--- config.mk ---
export PLATFORM = sky130hd
export DESIGN_NAME = sar_search_ctrl
export DESIGN_NICKNAME = d
export VERILOG_FILES = /design/src/rtl/sar_search_ctrl.sv
export SDC_FILE = /design/constraint.sdc
export NUM_CORES = 1
export LEC_CHECK = 0
export ABC_AREA = 1
export BUFFER_PORTS_ARGS = -buffer_cell sky130_fd_sc_hd__clkbuf_2
export CORE_UTILIZATION = 24
export CTS_CLUSTER_SIZE = 14
export DETAILED_ROUTE_END_ITERATION = 8
export PLACE_DENSITY_LB_ADDON = 0.12
export REMOVE_ABC_BUFFERS = 1
export SLEW_MARGIN = 10
export SYNTH_ARGS = -nofsm -noshare
export SYNTH_HDL_FRONTEND = slang
export SYNTH_SLANG_ARGS = --single-unit
--- constraint.sdc ---
create_clock -name clk -period 2 [get_ports clk]
set_input_delay 0.4 -clock clk [delete_from_list [all_inputs] [get_ports clk]]
set_output_delay 0.4 -clock clk [all_outputs]
set_load 0.01 [all_outputs]
--- src/rtl/sar_search_ctrl.sv ---
// Successive-approximation search controller. Drives a probe into an external
// combinational magnitude comparator and binary-searches for the value that
// the comparator reports as equal to its target.
module sar_search_ctrl #(
  parameter int unsigned WIDTH = 8
) (
  input  logic             clk,
  input  logic             rst,
  input  logic             start,
  input  logic             cmp_gt,
  input  logic             cmp_eq,
  input  logic             cmp_lt,
  output logic [WIDTH-1:0] probe,
  output logic             busy,
  output logic             done,
  output logic             found,
  output logic             error,
  output logic [WIDTH-1:0] result
);

  typedef enum logic [1:0] {
    StIdle,
    StSample,
    StDone
  } state_e;

  localparam logic [WIDTH-1:0] MaxVal     = {WIDTH{1'b1}};
  localparam logic [WIDTH-1:0] FirstProbe = {1'b0, {(WIDTH-1){1'b1}}};

  state_e           state_q, state_d;
  logic [WIDTH-1:0] lo_q, lo_d;
  logic [WIDTH-1:0] hi_q, hi_d;
  logic [WIDTH-1:0] probe_q, probe_d;
  logic [WIDTH-1:0] result_q, result_d;
  logic             busy_q, busy_d;
  logic             done_q, done_d;
  logic             found_q, found_d;
  logic             error_q, error_d;

  // Midpoints of the narrowed ranges, one bit wider so lo+hi cannot wrap.
  logic [WIDTH:0] up_sum;
  logic [WIDTH:0] dn_sum;
  logic           flags_ok;

  // Candidate next probes for the two search directions.
  always_comb begin
    up_sum   = {1'b0, probe_q} + {{WIDTH{1'b0}}, 1'b1} + {1'b0, hi_q};
    dn_sum   = {1'b0, lo_q} + {1'b0, probe_q} - {{WIDTH{1'b0}}, 1'b1};
    flags_ok = $onehot({cmp_gt, cmp_eq, cmp_lt});
  end

  // Next-state and output-register logic; all values hold by default.
  always_comb begin
    state_d  = state_q;
    lo_d     = lo_q;
    hi_d     = hi_q;
    probe_d  = probe_q;
    result_d = result_q;
    busy_d   = busy_q;
    done_d   = 1'b0;
    found_d  = found_q;
    error_d  = error_q;

    unique case (state_q)
      StIdle: begin
        busy_d = 1'b0;
        if (start) begin
          lo_d    = '0;
          hi_d    = MaxVal;
          probe_d = FirstProbe;
          busy_d  = 1'b1;
          found_d = 1'b0;
          error_d = 1'b0;
          state_d = StSample;
        end
      end

      StSample: begin
        if (!flags_ok) begin
          error_d  = 1'b1;
          found_d  = 1'b0;
          result_d = probe_q;
          state_d  = StDone;
        end else if (cmp_eq) begin
          found_d  = 1'b1;
          result_d = probe_q;
          state_d  = StDone;
        end else if (cmp_gt) begin
          if (probe_q == hi_q) begin
            // Range exhausted: only an inconsistent comparator gets here.
            found_d  = 1'b0;
            result_d = probe_q;
            state_d  = StDone;
          end else begin
            lo_d    = probe_q + 1'b1;
            probe_d = WIDTH'(up_sum >> 1);
          end
        end else begin
          if (probe_q == lo_q) begin
            found_d  = 1'b0;
            result_d = probe_q;
            state_d  = StDone;
          end else begin
            hi_d    = probe_q - 1'b1;
            probe_d = WIDTH'(dn_sum >> 1);
          end
        end
        if (state_d == StDone) begin
          busy_d = 1'b0;
          done_d = 1'b1;
        end
      end

      StDone: begin
        // Single-cycle completion pulse; start is not looked at here.
        busy_d  = 1'b0;
        state_d = StIdle;
      end

      default: state_d = StIdle;
    endcase
  end

  // State and datapath registers with asynchronous reset.
  always_ff @(posedge clk or posedge rst) begin
    if (rst) begin
      state_q  <= StIdle;
      lo_q     <= '0;
      hi_q     <= MaxVal;
      probe_q  <= '0;
      result_q <= '0;
      busy_q   <= 1'b0;
      done_q   <= 1'b0;
      found_q  <= 1'b0;
      error_q  <= 1'b0;
    end else begin
      state_q  <= state_d;
      lo_q     <= lo_d;
      hi_q     <= hi_d;
      probe_q  <= probe_d;
      result_q <= result_d;
      busy_q   <= busy_d;
      done_q   <= done_d;
      found_q  <= found_d;
      error_q  <= error_d;
    end
  end

  assign probe  = probe_q;
  assign busy   = busy_q;
  assign done   = done_q;
  assign found  = found_q;
  assign error  = error_q;
  assign result = result_q;

endmodule
==> impl.org <==
** Logic synthesis
- Among all flip-flop cells after synthesis, the most frequent one is dfrtp_1.
- Sorting the synthesized cells by area gives the leading types as dfrtp_1, ha_1, nand2_1.
- The share of synthesized area in the top cell type comes to 0.249.
- By instance count, the leading cell after synthesis is nand2_1.
- Count of flip-flops with a built-in enable after synthesis :: 0
- Number of flip-flops and latches in the synthesized netlist :: 38
- Ranking of synthesized cells by instance count :: nand2_1, inv_1, nand3_1
- The Yosys step of the flow raised 0 warnings.
- Count of mapped cells out of synthesis :: 409
- Of the synthesized area, sequential elements account for 0.319.
- The number of different library cells used by synthesis comes to 33.
- A synthesized cell averages 7.38 um2.
- Fraction of synthesis flops using an asynchronous set or reset pin :: 1.00
- The cell area that synthesis handed to floorplanning was 3020 um2.
- Area leader, netlist :: dfrtp_1

** Finish
- Measured on the finished design, the core utilization comes to 0.347.
- Final layout net count :: 530
- In the final layout, the share of cells above drive strength 1 is 0.344.
- The number of antenna diodes in the final layout is 0.
- Area growth from synthesis to layout :: 39.2%
- Fill cell total of the finished layout :: 1,335

** Floorplan
- Height of the chip :: 114 um
- The die covers 13,000 um2.
- Ports placed on the boundary :: 26
- Core Rows :: 40
- Placeable core area :: 12,100 um2
- Starting Density :: 0.249
- Width of the die :: 114 um

** Clock network
- Counting every sink on the clock net gives 38.
- Cts bufs inserted :: 5
- The clock tree synthesis step divided the H-tree into 2 levels.
- TritonCTS built the clock tree.
- Maximum clock path buffer count :: 2
- For the worst-skew pair, the clock arrives at the later sink with an insertion delay of 0.29 ns.
- Clock-pin slew was measured on the worst setup and hold paths at 0.06 ns.
- The tree is rooted in a clkbuf_16.

** Global route
- The number of antenna violations at the first check in global routing was 0.
- Across every metal layer, demand over resource in global routing totals 0.153.
- Pin count of the biggest net entering global routing :: 39
- Global routing finished with a remaining overflow of 0.
- First-pass GRT wire length :: 15,000 um
- Vias in the first global route :: 2,867

** Placement
- Number of port buffers :: 25
- Routability-driven placement finished with a final weighted congestion of 0.785.
- The wire-length estimate of the detail-placed layout is 7050 um.

** STA
- The number of pins exceeding their max-slew limit in the final report was 0.
- # setup viols final :: 0
- Of the available clock period, the critical path in the final layout requires 0.961.
- FMAX :: 520 MHz
- On the final layout, the worst clock skew is 0.00567 ns.
- The number of hold violations in the final report is 0.
- The clock period could shrink to 1.92 ns.
- Headroom to the max-slew limit :: 0.632
- For the pin with the worst max-slew slack, the measured transition is 0.552 ns.
- RSZ-0062 raised after global routing :: true

** Detailed routing
- The final layout contains routed wiring with a total length of 9430 um.
- Vias after detailed routing :: 2,885
- The first detailed-routing pass ran for 4 iterations.
- The detailed router finished its first iteration with 141 violations.
- Once detail routing completed, the nets flagged for antenna violations numbered 0.
- Dividing the detail-routed via count by the number of cells gives 4.36.
- In the final routed layout, each cell accounts on average for 14.2 um.
- DRC viols :: 0

** Flow run
- The tool flagged a number of max-cap violations equal to 0.

** Critical path
- Worst-path maximum fanout :: 3
- Startpoint type of the worst setup path :: register
- Data on the critical path is required at its endpoint by 2.18 ns.
- Worst setup path category :: reg -> reg
- For the worst flop-to-flop path, the logic depth is 14.
- Arrival @ worst endpoint :: 2.10 ns
- STA classifies the critical path endpoint as a register.

** Worst hold path
- Worst hold path class :: in -> async

** Outcome
- The flow ran to the end, and the final reports show no timing, DRC or antenna violations.
==> flip-flops by register name, summed over array words and instances, names as in the netlist <==
signal	flops
hi_q	8
lo_q	8
probe	8
result	8
state_q	2
busy	1
done	1
error	1
found	1
==> kinds of logic after synthesis <==
kind of cell	share of synthesized area
simple gates	0.287
buf+inv	0.129
compound gates	0.109
flops	0.319
fa+ha+maj	0.136
xor+xnor	0.0203
==> area by class of cell <==
type,count,area (um2),area share
Clock buffer,7,143,0.0340
Multi-Input combinational cell,285,1980,0.471
Sequential cell,38,961,0.229
Timing Repair Buffer,85,599,0.143
Inverter,78,303,0.0721
Tap cell,168,210,0.0501
Clock inverter,1,5.00,0.00119
==> through the flow <==
stage	hold slack, ns	area (um2)	setup slack [ns]	TNS [ns]	cells
global placement	0.464	3630	-0.143	-1.67	641
detailed placement	0.468	3630	-0.170	-2.43	641
global route	0.292	4200	-0.0459	-0.105	662
finish	0.214	4200	0.0780	0	662
floorplan	0.450	2930	-0.222	-1.54	400
CTS	0.241	3880	-0.0159	-0.0159	658
==> per-layer routing <==
metal  GRT usage  part of all wire
met1       0.201              0.47
met2       0.262              0.50
met3      0.0249             0.023
met4      0.0338            0.0082
met5           0                 0
==> critical path, cell delays in order, from the launching register on <==
cell and delay [ns]:
dfrtp_1 0.39, inv_2 0.09, ha_4 0.20, inv_4 0.06, ha_4 0.12, inv_2 0.03
fa_2 0.35, inv_2 0.09, nand4_1 0.11, nand3_1 0.10, nand2_1 0.05, nand3_1 0.06
nand3_1 0.07, nand2_1 0.06, nand2_1 0.04
==> repair_timing <==
| item | CTS | global route |
|---|---|---|
| hold buffers | 0 | 0 |
| resized for setup | 9 | 63 |
| cloned | 1 | 0 |
| pin swaps | 8 | 19 |
| endpoints found under the hold margin | 0 | 0 |
| setup endpoints to repair | 20 | 30 |
| buffers inserted | 8 | 4 |
==> layout by cell type (no fill, tap or decap), drive strengths merged <==
master   Yosys  layout
buf          6      60
xor2         5       5
dfrtp       30      30
a21o         1       1
o21ai       20      20
dfstp        8       8
inv         77      78
fa           3       3
ha          28      28
o22ai        8       8
nand2       98      98
a2bb2oi      1       1
o211ai       1       1
clkinv       0       1
nor3         5       5
xnor2        2       2
nand4       11      11
clkbuf       3      32
nand3       39      39
a21oi       21      21
o21a         3       3
nor2        36      37
a22oi        2       2
==> worst paths after layout <==
check	from	end	slack, ns
max	probe[1]	probe[6]	0.08
min	rst	result[0]	0.21
max reg2reg	probe[1]	probe[6]	0.08
min reg2reg	busy	busy	0.48
max in group asynchronous	rst	lo_q[5]	1.40
min in group clk	start	state_q[0]	0.44
Power is not shown: default switching activity piles up to over one toggle a cycle in this logic, so the estimate is an artifact.
